`src/rtl/ahb_cache_bridge_pkg.sv`:
```
// Shared encodings for the AHB cache bridge: HTRANS/HSIZE codes, FSM states,
// and the latched transfer attributes.
package ahb_cache_bridge_pkg;

    localparam logic [1:0] HTRANS_IDLE   = 2'd0;
    localparam logic [1:0] HTRANS_BUSY   = 2'd1;
    localparam logic [1:0] HTRANS_NONSEQ = 2'd2;
    localparam logic [1:0] HTRANS_SEQ    = 2'd3;

    localparam logic [2:0] HSIZE_BYTE = 3'd0;
    localparam logic [2:0] HSIZE_HALF = 3'd1;
    localparam logic [2:0] HSIZE_WORD = 3'd2;

    typedef enum logic [2:0] {
        ST_IDLE = 3'd0,
        ST_REQ  = 3'd1,
        ST_WAIT = 3'd2,
        ST_ERR1 = 3'd3,
        ST_ERR2 = 3'd4
    } state_t;

    typedef struct packed {
        logic       wr;
        logic [3:0] mask;
    } xfer_t;

endpackage

```
`src/rtl/ahb_cache_bridge_if.sv`:
```
// AHB5-Lite subordinate port between the Hazard3 bus and the cache bridge.
interface ahb_cache_bridge_if #(parameter int ADDR_WIDTH = 32);
    logic                  ahbls_hsel;
    logic [ADDR_WIDTH-1:0] ahbls_haddr;
    logic                  ahbls_hwrite;
    logic [1:0]            ahbls_htrans;
    logic [2:0]            ahbls_hsize;
    logic                  ahbls_hready;
    logic [31:0]           ahbls_hwdata;
    logic                  ahbls_hreadyout;
    logic                  ahbls_hresp;
    logic [31:0]           ahbls_hrdata;

    modport master (
        output ahbls_hsel, ahbls_haddr, ahbls_hwrite, ahbls_htrans,
               ahbls_hsize, ahbls_hready, ahbls_hwdata,
        input  ahbls_hreadyout, ahbls_hresp, ahbls_hrdata
    );

    modport slave (
        input  ahbls_hsel, ahbls_haddr, ahbls_hwrite, ahbls_htrans,
               ahbls_hsize, ahbls_hready, ahbls_hwdata,
        output ahbls_hreadyout, ahbls_hresp, ahbls_hrdata
    );
endinterface

```
`src/rtl/ahb_cache_bridge_byte_mask.sv`:
```
// Byte-lane enables and alignment flag for an AHB transfer; shared with the
// uncached-peripheral bridge.
module ahb_byte_mask
    import ahb_cache_bridge_pkg::*;
(
    input  logic [2:0] hsize,
    input  logic [1:0] addr_lo,
    output logic [3:0] mask,
    output logic       misaligned
);

    // Oversized transfers fall through to a full-word mask.
    always_comb begin
        mask       = 4'hf;
        misaligned = 1'b0;
        case (hsize)
            HSIZE_BYTE: mask = 4'b0001 << addr_lo;
            HSIZE_HALF: begin
                mask       = 4'b0011 << {addr_lo[1], 1'b0};
                misaligned = addr_lo[0];
            end
            default:    misaligned = |addr_lo;
        endcase
    end

endmodule

```
`src/rtl/ahb_cache_bridge.sv`:
```
// AHB5-Lite subordinate turning bus transfers into single-cycle cache rd/wr pulses.
// Define AHB_CACHE_BRIDGE_ERR_EN to answer misaligned/oversized/out-of-region transfers with ERROR.
module ahb_cache_bridge
    import ahb_cache_bridge_pkg::*;
#(
    parameter int                    ADDR_WIDTH = 32,
    parameter logic [ADDR_WIDTH-1:0] BASE_MASK  = 32'hff00_0000,
    parameter logic [ADDR_WIDTH-1:0] BASE_ADDR  = 32'h0000_0000
) (
    input  logic                  clk,
    input  logic                  rst_x,
    ahb_cache_bridge_if.slave     ahb,
    output logic                  o_rd_en,
    output logic                  o_wr_en,
    output logic [ADDR_WIDTH-1:0] o_addr,
    output logic [31:0]           o_data,
    output logic [3:0]            o_mask,
    input  logic [31:0]           i_data,
    input  logic                  i_busy
);

    state_t                state;
    xfer_t                 xfer_q;
    logic [ADDR_WIDTH-1:0] addr_q;
    logic [31:0]           rdata_q;
    logic [3:0]            mask_c;
    logic                  misaligned;
    logic                  xfer_bad;
    logic                  capture;
    logic                  cap_err;
    logic                  done;
    logic                  hready_o;
    logic                  unused_chk;

    ahb_byte_mask u_mask (
        .hsize      (ahb.ahbls_hsize),
        .addr_lo    (ahb.ahbls_haddr[1:0]),
        .mask       (mask_c),
        .misaligned (misaligned)
    );

    assign capture  = ahb.ahbls_hsel && ahb.ahbls_hready && ahb.ahbls_htrans[1];
    assign xfer_bad = misaligned || (ahb.ahbls_hsize > HSIZE_WORD)
                   || ((ahb.ahbls_haddr & BASE_MASK) != BASE_ADDR);
    assign done     = (state == ST_WAIT) && !i_busy;

`ifdef AHB_CACHE_BRIDGE_ERR_EN
    assign cap_err         = xfer_bad;
    assign ahb.ahbls_hresp = (state == ST_ERR1) || (state == ST_ERR2);
`else
    assign cap_err         = 1'b0;
    assign ahb.ahbls_hresp = 1'b0;
`endif

    assign unused_chk = ^{ahb.ahbls_htrans[0], xfer_bad};

    // Any cycle that completes a data phase may also accept the next address phase.
    assign hready_o = !((state == ST_REQ) || (state == ST_ERR1) || ((state == ST_WAIT) && i_busy));

    always_ff @(posedge clk or negedge rst_x) begin
        if (!rst_x) begin
            state   <= ST_IDLE;
            xfer_q  <= '0;
            addr_q  <= '0;
            rdata_q <= '0;
        end else begin
            if (done && !xfer_q.wr)
                rdata_q <= i_data;
            if (hready_o) begin
                if (capture && !cap_err) begin
                    state       <= ST_REQ;
                    addr_q      <= {ahb.ahbls_haddr[ADDR_WIDTH-1:2], 2'b00};
                    xfer_q.wr   <= ahb.ahbls_hwrite;
                    xfer_q.mask <= mask_c;
                end else if (capture) begin
                    state <= ST_ERR1;
                end else begin
                    state <= ST_IDLE;
                end
            end else if (state == ST_REQ && !i_busy) begin
                state <= ST_WAIT;
            end else if (state == ST_ERR1) begin
                state <= ST_ERR2;
            end
        end
    end

    // Request pulses are gated by i_busy so the cache never sees one while refilling.
    assign o_rd_en = (state == ST_REQ) && !i_busy && !xfer_q.wr;
    assign o_wr_en = (state == ST_REQ) && !i_busy &&  xfer_q.wr;
    assign o_addr  = addr_q;
    assign o_mask  = xfer_q.mask;
    assign o_data  = ((state == ST_REQ) && xfer_q.wr) ? ahb.ahbls_hwdata : '0;

    assign ahb.ahbls_hreadyout = hready_o;
    assign ahb.ahbls_hrdata    = (done && !xfer_q.wr) ? i_data : rdata_q;

endmodule

```
`src/flat_wrapper.sv`:
```
// flat-port wrapper written by rule: the top's interface ports become plain ports
module ahb_cache_bridge_flat import ahb_cache_bridge_pkg::*;
#(
    parameter int                    ADDR_WIDTH = 32,
    parameter logic [ADDR_WIDTH-1:0] BASE_MASK  = 32'hff00_0000,
    parameter logic [ADDR_WIDTH-1:0] BASE_ADDR  = 32'h0000_0000
)
  (clk, rst_x, o_rd_en, o_wr_en, o_addr, o_data, o_mask, i_data, i_busy, ahb_ahbls_hsel, ahb_ahbls_haddr, ahb_ahbls_hwrite, ahb_ahbls_htrans, ahb_ahbls_hsize, ahb_ahbls_hready, ahb_ahbls_hwdata, ahb_ahbls_hreadyout, ahb_ahbls_hresp, ahb_ahbls_hrdata);
  ahb_cache_bridge_if #(.ADDR_WIDTH(ADDR_WIDTH)) ahb_i ();
  input  logic clk;
  input  logic rst_x;
  output logic o_rd_en;
  output logic o_wr_en;
  output logic [ADDR_WIDTH-1:0] o_addr;
  output logic [31:0] o_data;
  output logic [3:0] o_mask;
  input  logic [31:0] i_data;
  input  logic i_busy;
  input wire logic [$bits(ahb_i.ahbls_hsel)-1:0] ahb_ahbls_hsel;
  input wire logic [$bits(ahb_i.ahbls_haddr)-1:0] ahb_ahbls_haddr;
  input wire logic [$bits(ahb_i.ahbls_hwrite)-1:0] ahb_ahbls_hwrite;
  input wire logic [$bits(ahb_i.ahbls_htrans)-1:0] ahb_ahbls_htrans;
  input wire logic [$bits(ahb_i.ahbls_hsize)-1:0] ahb_ahbls_hsize;
  input wire logic [$bits(ahb_i.ahbls_hready)-1:0] ahb_ahbls_hready;
  input wire logic [$bits(ahb_i.ahbls_hwdata)-1:0] ahb_ahbls_hwdata;
  output wire logic [$bits(ahb_i.ahbls_hreadyout)-1:0] ahb_ahbls_hreadyout;
  output wire logic [$bits(ahb_i.ahbls_hresp)-1:0] ahb_ahbls_hresp;
  output wire logic [$bits(ahb_i.ahbls_hrdata)-1:0] ahb_ahbls_hrdata;
  assign ahb_i.ahbls_hsel = ahb_ahbls_hsel;
  assign ahb_i.ahbls_haddr = ahb_ahbls_haddr;
  assign ahb_i.ahbls_hwrite = ahb_ahbls_hwrite;
  assign ahb_i.ahbls_htrans = ahb_ahbls_htrans;
  assign ahb_i.ahbls_hsize = ahb_ahbls_hsize;
  assign ahb_i.ahbls_hready = ahb_ahbls_hready;
  assign ahb_i.ahbls_hwdata = ahb_ahbls_hwdata;
  assign ahb_ahbls_hreadyout = ahb_i.ahbls_hreadyout;
  assign ahb_ahbls_hresp = ahb_i.ahbls_hresp;
  assign ahb_ahbls_hrdata = ahb_i.ahbls_hrdata;
  ahb_cache_bridge #(.ADDR_WIDTH(ADDR_WIDTH), .BASE_MASK(BASE_MASK), .BASE_ADDR(BASE_ADDR)) u_core (.clk(clk), .rst_x(rst_x), .ahb(ahb_i), .o_rd_en(o_rd_en), .o_wr_en(o_wr_en), .o_addr(o_addr), .o_data(o_data), .o_mask(o_mask), .i_data(i_data), .i_busy(i_busy));
endmodule
```
`config.mk`:
```
export PLATFORM = sky130hd
export DESIGN_NAME = ahb_cache_bridge_flat
export DESIGN_NICKNAME = d
export VERILOG_FILES = /design/src/rtl/ahb_cache_bridge_pkg.sv /design/src/rtl/ahb_cache_bridge_if.sv /design/src/rtl/ahb_cache_bridge_byte_mask.sv /design/src/rtl/ahb_cache_bridge.sv /design/src/flat_wrapper.sv
export SDC_FILE = /design/constraint.sdc
export NUM_CORES = 1
export LEC_CHECK = 0
export CAP_MARGIN = 20
export CELL_PAD_IN_SITES_DETAIL_PLACEMENT = 0
export CELL_PAD_IN_SITES_GLOBAL_PLACEMENT = 1
export CORE_MARGIN = 2
export CORE_UTILIZATION = 29
export DETAILED_ROUTE_END_ITERATION = 10
export HOLD_SLACK_MARGIN = 0.03
export PLACE_DENSITY_LB_ADDON = 0.1
export SLEW_MARGIN = 0
export SYNTH_ARGS = -nofsm -noshare
export SYNTH_HDL_FRONTEND = slang
export SYNTH_SLANG_ARGS = --single-unit
```
`constraint.sdc`:
```
create_clock -name clk -period 5.55 [get_ports clk]
set_clock_uncertainty 0.15 [all_clocks]
set_input_delay 1.11 -clock clk [delete_from_list [all_inputs] [get_ports clk]]
set_output_delay 1.11 -clock clk [all_outputs]
set_load 0.01 [all_outputs]
```
==> results.cfg <==
[placed_design]
gp_congestion = 0.718
pre_cts_ws_ps = 961
dpl.hpwl_microns = 5960
io_buffers = 206
place_area_sq_mm = 0.00527

[detailed_routing]
drc = 0
via_per_inst = 4.26
vias = 2394
route.met3.wl_microns = 843
first_pass_iters = 4
route.detailed.wl_per_inst_microns = 14.1
routed_wl_microns = 7920
ant_nets = 0
top_layer = met4
drtIter0Drc = 78
wl_met2_microns = 3860
m1WireLength_microns = 3000

[cts]
cts_root_buffer = clkbuf_8
ctsResizeCount = 0
clock_latency_ps = 340
clkSlewWorstSetupHoldPaths_ps = 70
cts_max_level = 3
cts_tree = built
ctsHoldBuffers = 0
clock_path_buffers = 2
cts_made_buffers = 9
post_cts_buffers = 0
cts_sinks = 70

[cells_and_area]
final_common_cell = clkdlybuf4s50_1
syn2layout_area_growth_pct = 72.7
fin_nets = 526
drive_gt1_share_pct = 19.9
fin_area_sq_mm = 0.00543
layout_common_cells = clkdlybuf4s50_1 (205), dfrtp_1 (70), and2_1 (32), mux2_2 (31), mux2_4 (30)
final_util_pct = 50.7
antennaDiodeCount = 0

[logic_synthesis]
synth.distinct_cells = 27
synth-edff-count = 0
yosys_warnings = 0
ys.flop_type = dfrtp_1
ys_ff_latch = 70
synth.area.top_cells = dfrtp_1 (56%), mux2_4 (14%), mux2_2 (11%)
syn_area_sq_mm = 0.00314
avgSynthCellArea_sq_um = 14.7
netlist.area_leader.share_pct = 55.8
synth_top_cell_by_area = dfrtp_1
seq_area_frac_synth_pct = 55.8
syn_inst = 214
synth-async-reset-ratio_pct = 100

[pwr]
p_sw_mw = 0.754
switching_share_pct = 29.6
intPower_mw = 1.79
p_clk_share_pct = 13.7
seqPwrFrac_pct = 33.9
p_per_area_mw_per_mm2 = 469
p_leak_nw = 2.34
combPwrFrac_pct = 52.4
vdd_ir_drop_max_mv = 0.176

[grt]
grt_usage_pct = 13.2
overflow = 0
antenna_found_initial = 0
grt_pass1_wl_microns = 11600
grt_max_degree = 71
grt_pass1_vias = 2344

[worst_setup_path]
r2r_start = u_core.state[1]$_DFFE_PN0P_
crit_path_start_kind = input port
arrival_ps = 3310
crit_start = i_busy
worstPathRequired_ps = 4290
path_class = input port to output port
crit_fanout = 16
cp-end-kind = output port

[timing]
finalSetupViolCount = 0
slew_headroom_pct = 32.7
fin_tns_setup_ps = 0
period_share_pct = 82.3
drv_slew = 0
setup_slack_ps = 983
max_freq_ghz = 0.219
hold_viol = 0
hold_ws_ps = 341
rsz0062_at_grt = false
tightest_slew_ps = 1010
period_needed_ps = 4570

[die]
die_area_sq_mm = 0.0117
initial_core_util_pct = 29.4
die_h_microns = 108
coreArea_sq_mm = 0.0107
ios = 211
rows = 38
die_width_microns = 108

[min_path]
worstHoldStart = u_core.rdata_q[12]$_DFF_PN0_
hp-class = flip-flop to flip-flop

[run_status]
status = complete, no violations

[flow_run]
max_cap_viol_count = 0
==> final cells by class <==
cell class / instances / area, sq um
multi-input cells: 127 / 1250
clock inverters: 2 / 10.0
inverters: 2 / 7.51
fillers: 982 / 5270
repair buffers: 209 / 2080
well taps: 140 / 175
clock buffers: 12 / 145
flip-flops and latches: 70 / 1750
==> per-stage QoR <==
step | power [mW] | std cells
4_1_cts | 2.59 | 562
2_1_floorplan | 1.49 | 216
3_5_place_dp | 2.23 | 548
5_1_grt | 2.70 | 562
6_report | 2.55 | 562
3_3_place_gp | 2.21 | 548
==> power groups by stage <==
stage | logic (mW) | registers (mW) | clock network, mW
6_report | 1.33 | 0.863 | 0.349
5_1_grt | 1.42 | 0.889 | 0.387
4_1_cts | 1.36 | 0.865 | 0.366
3_5_place_dp | 1.35 | 0.875 | 0
3_3_place_gp | 1.35 | 0.866 | 0
2_1_floorplan | 0.582 | 0.907 | 0
==> registers in the layout (all words and copies together), names as in the netlist <==
register,flops
u_core.rdata_q,32
u_core.o_mask,4
u_core.state,3
u_core.xfer_q,1
u_core.o_addr,30
==> synth_stat cells, types with 3 or more instances <==
cell	count
dfrtp_1	70
and2_1	32
mux2_2	31
mux2_4	30
buf_4	7
buf_6	6
mux2_1	6
nor2_1	5
o21ai_0	4
clkbuf_1	3
==> logic make-up (layout without fill, tap and decap cells) <==
| group | Yosys count | after routing | share of synthesized area [%] |
|---|---|---|---|
| flip-flops | 70 | 70 | 55.8 |
| multiplexers | 68 | 68 | 27.9 |
| AND/OR/NAND/NOR | 48 | 48 | 9.80 |
| buffers and inverters | 19 | 225 | 4.58 |
| AO/OA/AOI/OAI | 8 | 8 | 1.83 |
| other | 1 | 3 | 0.119 |
==> metal layers <==
metal  track usage, %  up-vias
met4             8.24        0
met3             4.76       16
met1             14.6     1124
met5                0        -
met2             21.6      137
li1                 -     1117
==> worst max-delay path, cell delays in order <==
cell and delay (ps):
clkdlybuf4s50_1 540, nor3_2 250, nand3b_2 250, buf_4 320
mux2_4 330, clkdlybuf4s50_1 500
==> worst paths after layout <==
path,slack (ps),cells past startpoint,end
min in group asynchronous,730,1,u_core.rdata_q[26]$_DFF_PN0_
max reg2reg,3430,3,u_core.o_addr[14]$_DFFE_PN0P_
min reg2reg,340,1,u_core.rdata_q[12]$_DFF_PN0_
min,340,1,u_core.rdata_q[12]$_DFF_PN0_
max,980,6,ahb_ahbls_hrdata[18]
max in group asynchronous,3930,1,u_core.o_addr[3]$_DFFE_PN0P_
Note: power is estimated with default switching activity, not from simulation.
